### config.mk
export PLATFORM = sky130hd
export DESIGN_NAME = imem_ctrl
export DESIGN_NICKNAME = d
export VERILOG_FILES = /design/src/rtl/imem_ctrl.sv
export SDC_FILE = /design/constraint.sdc
export NUM_CORES = 1
export LEC_CHECK = 0
export CAP_MARGIN = 20
export CORE_MARGIN = 10
export CORE_UTILIZATION = 42
export CTS_CLUSTER_DIAMETER = 200
export DETAILED_ROUTE_END_ITERATION = 10
export GPL_TIMING_DRIVEN = 0
export PLACE_DENSITY_LB_ADDON = 0.3
export SYNTH_ARGS = -nofsm -noshare
export SYNTH_HDL_FRONTEND = slang
export SYNTH_SLANG_ARGS = --single-unit
### constraint.sdc
create_clock -name clk -period 3.7 [get_ports clk]
set_input_delay 0.37 -clock clk [delete_from_list [all_inputs] [get_ports clk]]
set_output_delay 0.37 -clock clk [all_outputs]
set_load 0.01 [all_outputs]
### src/rtl/imem_ctrl.sv
// rtl/imem_ctrl.sv - instruction memory loader and fetch controller; IMEM_CTRL_CHECKSUM_EN adds the ld_sum checksum output
module imem_ctrl #(
  parameter int AW   = 10,
  parameter int LENW = 9
) (
  input  logic            clk,
  input  logic            reset,
  input  logic            ld_start,
  input  logic [31:0]     ld_base,
  input  logic [LENW-1:0] ld_len,
  input  logic            ld_valid,
  input  logic [31:0]     ld_data,
  output logic            ld_ready,
  output logic            ld_busy,
  output logic            ld_done,
  output logic            ld_err,
`ifdef IMEM_CTRL_CHECKSUM_EN
  output logic [31:0]     ld_sum,
`endif
  input  logic            fetch_req,
  input  logic [31:0]     fetch_addr,
  output logic            fetch_gnt,
  output logic            fetch_valid,
  output logic [31:0]     fetch_data,
  output logic            fetch_err,
  output logic [31:0]     mem_addr,
  output logic [31:0]     mem_din,
  output logic            mem_we,
  input  logic [31:0]     mem_dout
);

  typedef enum logic [1:0] {IDLE, LOAD, DONE} state_t;

  // Memory size in bytes and the last legal word address, widened so no compare can overflow.
  localparam logic [33:0] MEM_BYTES  = 34'd1 << AW;
  localparam logic [32:0] FETCH_LAST = (33'd1 << AW) - 33'd4;

  state_t          state_q, state_d;
  logic [31:0]     ptr_q, ptr_d;
  logic [LENW-1:0] cnt_q, cnt_d;
  logic            ld_done_q, ld_done_d;
  logic            ld_err_q, ld_err_d;
  logic            fetch_valid_q, fetch_valid_d;
  logic [31:0]     fetch_data_q, fetch_data_d;
  logic            fetch_err_q, fetch_err_d;
`ifdef IMEM_CTRL_CHECKSUM_EN
  logic [31:0]     sum_q, sum_d;
`endif

  logic [33:0] ld_end;
  logic        ld_ok;
  logic        fetch_bad;
  logic        in_idle;
  logic        in_load;
  logic        accept;
  logic        word_wr;

  // Request qualification, grant and memory-port steering; a load always takes priority over fetches.
  always_comb begin
    in_idle   = (state_q == IDLE);
    in_load   = (state_q == LOAD);
    ld_end    = {2'b00, ld_base} + {{(32-LENW){1'b0}}, ld_len, 2'b00};
    ld_ok     = (ld_len != '0) && (ld_base[1:0] == 2'b00) && (ld_end <= MEM_BYTES);
    fetch_bad = (fetch_addr[1:0] != 2'b00) || ({1'b0, fetch_addr} > FETCH_LAST);
    accept    = in_idle && ld_start && ld_ok;
    fetch_gnt = in_idle && fetch_req && !ld_start;
    // A word arriving in the reset cycle is dropped so an aborted load never writes late.
    word_wr   = in_load && ld_valid && !reset;
    mem_we    = word_wr;
    mem_din   = in_load ? ld_data : 32'd0;
    if (in_load) begin
      mem_addr = ptr_q;
    end else if (fetch_gnt) begin
      mem_addr = fetch_addr;
    end else begin
      mem_addr = 32'd0;
    end
    ld_ready = in_load;
    ld_busy  = in_load;
  end

  // Next-state logic for the load sequencer and the one-deep fetch response register.
  always_comb begin
    state_d       = state_q;
    ptr_d         = ptr_q;
    cnt_d         = cnt_q;
    ld_done_d     = 1'b0;
    ld_err_d      = in_idle && ld_start && !ld_ok;
    fetch_valid_d = fetch_gnt;
    fetch_err_d   = fetch_gnt && fetch_bad;
    fetch_data_d  = (fetch_gnt && !fetch_bad) ? mem_dout : 32'd0;
`ifdef IMEM_CTRL_CHECKSUM_EN
    sum_d         = sum_q;
`endif
    case (state_q)
      IDLE: begin
        if (accept) begin
          state_d = LOAD;
          ptr_d   = ld_base;
          cnt_d   = ld_len;
`ifdef IMEM_CTRL_CHECKSUM_EN
          sum_d   = 32'd0;
`endif
        end
      end
      LOAD: begin
        if (ld_valid) begin
          ptr_d = ptr_q + 32'd4;
          cnt_d = cnt_q - LENW'(1);
`ifdef IMEM_CTRL_CHECKSUM_EN
          sum_d = sum_q + ld_data;
`endif
          if (cnt_q == LENW'(1)) begin
            state_d   = DONE;
            ld_done_d = 1'b1;
          end
        end
      end
      DONE: begin
        state_d = IDLE;
      end
      default: begin
        state_d = IDLE;
      end
    endcase
  end

  // State and registered outputs; reset clears everything, abandoning any load in progress.
  always_ff @(posedge clk) begin
    if (reset) begin
      state_q       <= IDLE;
      ptr_q         <= 32'd0;
      cnt_q         <= '0;
      ld_done_q     <= 1'b0;
      ld_err_q      <= 1'b0;
      fetch_valid_q <= 1'b0;
      fetch_data_q  <= 32'd0;
      fetch_err_q   <= 1'b0;
`ifdef IMEM_CTRL_CHECKSUM_EN
      sum_q         <= 32'd0;
`endif
    end else begin
      state_q       <= state_d;
      ptr_q         <= ptr_d;
      cnt_q         <= cnt_d;
      ld_done_q     <= ld_done_d;
      ld_err_q      <= ld_err_d;
      fetch_valid_q <= fetch_valid_d;
      fetch_data_q  <= fetch_data_d;
      fetch_err_q   <= fetch_err_d;
`ifdef IMEM_CTRL_CHECKSUM_EN
      sum_q         <= sum_d;
`endif
    end
  end

  assign ld_done     = ld_done_q;
  assign ld_err      = ld_err_q;
  assign fetch_valid = fetch_valid_q;
  assign fetch_data  = fetch_data_q;
  assign fetch_err   = fetch_err_q;
`ifdef IMEM_CTRL_CHECKSUM_EN
  assign ld_sum      = sum_q;
`endif

endmodule

==> flow_summary.yaml <==
run_status:
  status: "complete, no violations"
global_routing:
  grt_antenna_before_repair: 0
  grt_use_total_pct: 23.30
  grt_pass1_vias: 6091
  grt_max_degree: 15
  grt_overflow: 0
  grt_pass1_wl_um: 33550
synth:
  synth_ff_type: "dfxtp_1"
  synth.avg_cell_area_sq_um: 7.891
  synthDistinctLibCells: 70
  ys_seq_elements: 79
  synthArstFlopShare_pct: 0
  synthCells: 658
  synth-seq-area-share_pct: 30.46
  synth_area_leader_cell: "dfxtp_1"
  synth_area_leaders: "dfxtp_1 (30%), and3_1 (5.2%), a22o_1 (5.1%)"
  synth_nets: 813
  synth_warnings: 0
  synth_area_sq_um: 5192
  synth-edff-count: 0
  yosys.area.top_type_share_pct: 30.46
power:
  power.density_nw_per_um2: 274.6
  p_comb_share_pct: 18.0
  pwr-share-clk_pct: 44.8
  leakagePower_nw: 3.188
  ir_drop_v: 0.0001858
  seq_power_share_pct: 37.2
  power.switching_mw: 0.5452
  swShare_pct: 23.78
  p_int_mw: 1.748
place:
  place_congestion: 0.9609
  placed_cell_area_sq_um: 7840
  preCtsSetupSlack_ns: -0.5380
  io_buffers: 243
  dp_hpwl_um: 16920
cells_and_area:
  design_area_sq_um: 8349
  fill_cells: 962
  ff_latch_area_sq_um: 1582
  n_antenna_cell: 0
  layout-drive-gt1-share_pct: 7.684
  nNetsFinal: 1074
  area_growth_pct: 60.80
  multi_input_area_sq_um: 3455
timing:
  finalCritPeriodShare_pct: 96.79
  tightest_slew_ns: 0.9616
  finalHoldViolCount: 0
  final.setup.worst_slack_ns: 0.1189
  fmax_mhz: 279.2
  max_slew_margin_pct: 35.40
  finClkSkew_ns: 0.009172
  setup_viol: 0
  period_needed_ns: 3.581
  drv_slew: 0
routing:
  final_antenna_net_count: 0
  wl_per_cell_um: 19.94
  routed_via_density: 5.911
  drt-pass1-iter-count: 6
  drt-total-wl_um: 21780
  dr.first_iter.drc_count: 681
  drc: 0
  vias: 6455
die:
  initial_core_util_pct: 43.05
  ios: 246
  dieHeight_um: 131.2
  rows: 40
  die_area_sq_um: 17210
  coreArea_sq_um: 12060
  die_x_um: 131.2
cts:
  ctsHoldBuffers: 0
  htreeDepth: 3
  cts_buffers: 9
  clk_path_buf_depth: 2
  clock_latency_ns: 0.33
  cts-root-buf: "clkbuf_16"
  clkSinkCount: 79
  tritoncts: "yes"
  clk_pin_slew_worst_paths_ns: 0.06
critical_path:
  cp_max_fo: 10
  worstPathArrival_ns: 3.78
  regToRegStartpoint: "ptr_q[2]"
  timing.rr.end: "ptr_q[28]"
  rr_worst_depth: 10
  regToRegSetupSlack_ns: 0.68
  worstSetupPathType: "input pin to flop"
  worstPathRequired_ns: 3.90
  start_kind: "input pin"
  endpoint_kind: "flop"
hold_path:
  hold_path.class: "flop to flop"
  min_path_cells: 2
  holdPathEnd: "cnt_q[6]"
  hp-start: "cnt_q[6]"
flow_run:
  drv_cap: 0
Yosys cell counts, drive strengths merged (6+ instances only):
master,number
nor4,15
ha,12
inv,14
or3,8
a31oi,10
nor2,58
a21oi,49
dfxtp,79
nor3,18
nand3,26
o32ai,9
nand4,12
xnor2,6
clkbuf,41
a32oi,9
mux2i,8
buf,8
o21ai,26
o221a,6
a22o,30
nand2,45
and3,43
and2,37
worst max-delay path, cell delays in order:
cell,delay [ns]
clkdlybuf4s50_1,0.45
ha_2,0.22
fa_2,0.37
a211oi_2,0.28
or3_1,0.19
a21oi_1,0.10
xor2_1,0.15
a2111o_1,0.45
nor4_4,0.35
nand4b_1,0.13
buf_4,0.17
buf_2,0.20
a21oi_2,0.23
o32ai_2,0.11
routing by layer:
metal	part of all wire, %	up-vias	global-route usage (%)
li1	-	3024	-
met1	40	2945	28.83
met2	46	429	38.03
met3	10	57	5.869
met4	3.2	0	8.688
met5	0	-	0
worst max path at each step:
stage	from	end	slack (ns)	depth (start not counted)
floorplan	ld_base[2]	ptr_q[22]	0.48	12
global route	ld_base[10]	cnt_q[5]	-0.04	13
finish	ld_base[2]	ptr_q[30]	0.12	14
detailed placement	ld_len[8]	ptr_q[16]	-0.54	13
global placement	ld_len[8]	ptr_q[2]	-0.48	13
CTS	ld_len[0]	ptr_q[16]	0.003	13
power by group through the flow:
stage	clock, mW	sequential [mW]	combinational [mW]
floorplan	0	0.872	0.148
global placement	0	0.871	0.384
detailed placement	0	0.871	0.389
CTS	1.03	0.852	0.394
global route	1.07	0.852	0.440
finish	1.03	0.852	0.413
timing repair:
item,in CTS,in global routing
gates cloned,1,0
resized for setup,8,24
endpoints found under the setup margin,42,42
pin swaps,2,9
setup buffers,2,3
flip-flops by register name, indices dropped and copies added, names as in the netlist:
name / count
cnt_q: 9
fetch_data: 32
ptr_q: 32
fetch_valid: 1
ld_done: 1
ld_err: 1
fetch_err: 1
state_q: 2
cells by family (layout without fill, tap and decap cells):
family,count (synthesis),after routing,share of synthesized area [%]
AOI/OAI and AO/OA,195,195,27.71
DFF,79,79,30.46
buffers and inverters,63,329,5.036
muxes,9,9,1.831
adders and majority gates,13,13,3.277
and+or+nand+nor,290,290,30.17
xor gates and xnor gates,9,9,1.518
layout make-up:
class                           instances  share of cell area [%]
Buffer                                 49                   2.637
Clock buffer                            9                   2.697
Clock inverter                          7                   1.439
Inverter                               14                  0.6294
Multi-Input combinational cell        516                   41.38
Sequential cell                        79                   18.94
Tap cell                              168                   2.518
Timing Repair Buffer                  250                   29.76
layout by cell type, fill, tap and decap left out, drive strengths merged, types with 6 or more instances in the layout:
cell type / Yosys / final
and2: 37 / 37
o21ai: 26 / 26
a31oi: 10 / 10
clkbuf: 41 / 50
ha: 12 / 12
nand3: 26 / 26
a22o: 30 / 30
nor2: 58 / 58
or3: 8 / 8
inv: 14 / 15
and3: 43 / 43
buf: 8 / 15
o221a: 6 / 6
nor3: 18 / 18
a21oi: 49 / 49
clkdlybuf4s50: 0 / 241
o32ai: 9 / 9
dfxtp: 79 / 79
nand2: 45 / 45
xnor2: 6 / 6
mux2i: 8 / 8
nor4: 15 / 15
a32oi: 9 / 9
nand4: 12 / 12
per-stage QoR:
stage | instances | TNS (ns) | utilization [%] | hold slack [ns] | power (mW)
after floorplan | 658 | 0 | - | 0.4335 | 1.020
after global placement | 1069 | -17.14 | 64.96 | 0.4498 | 1.255
after detailed placement | 1070 | -19.28 | 65.00 | 0.4493 | 1.260
after CTS | 1089 | 0 | 68.24 | 0.4605 | 2.273
after global routing | 1092 | -0.1704 | 69.22 | 0.4981 | 2.357
final | 1092 | 0 | 69.22 | 0.4801 | 2.293
Power figures use the tool's default switching activity.
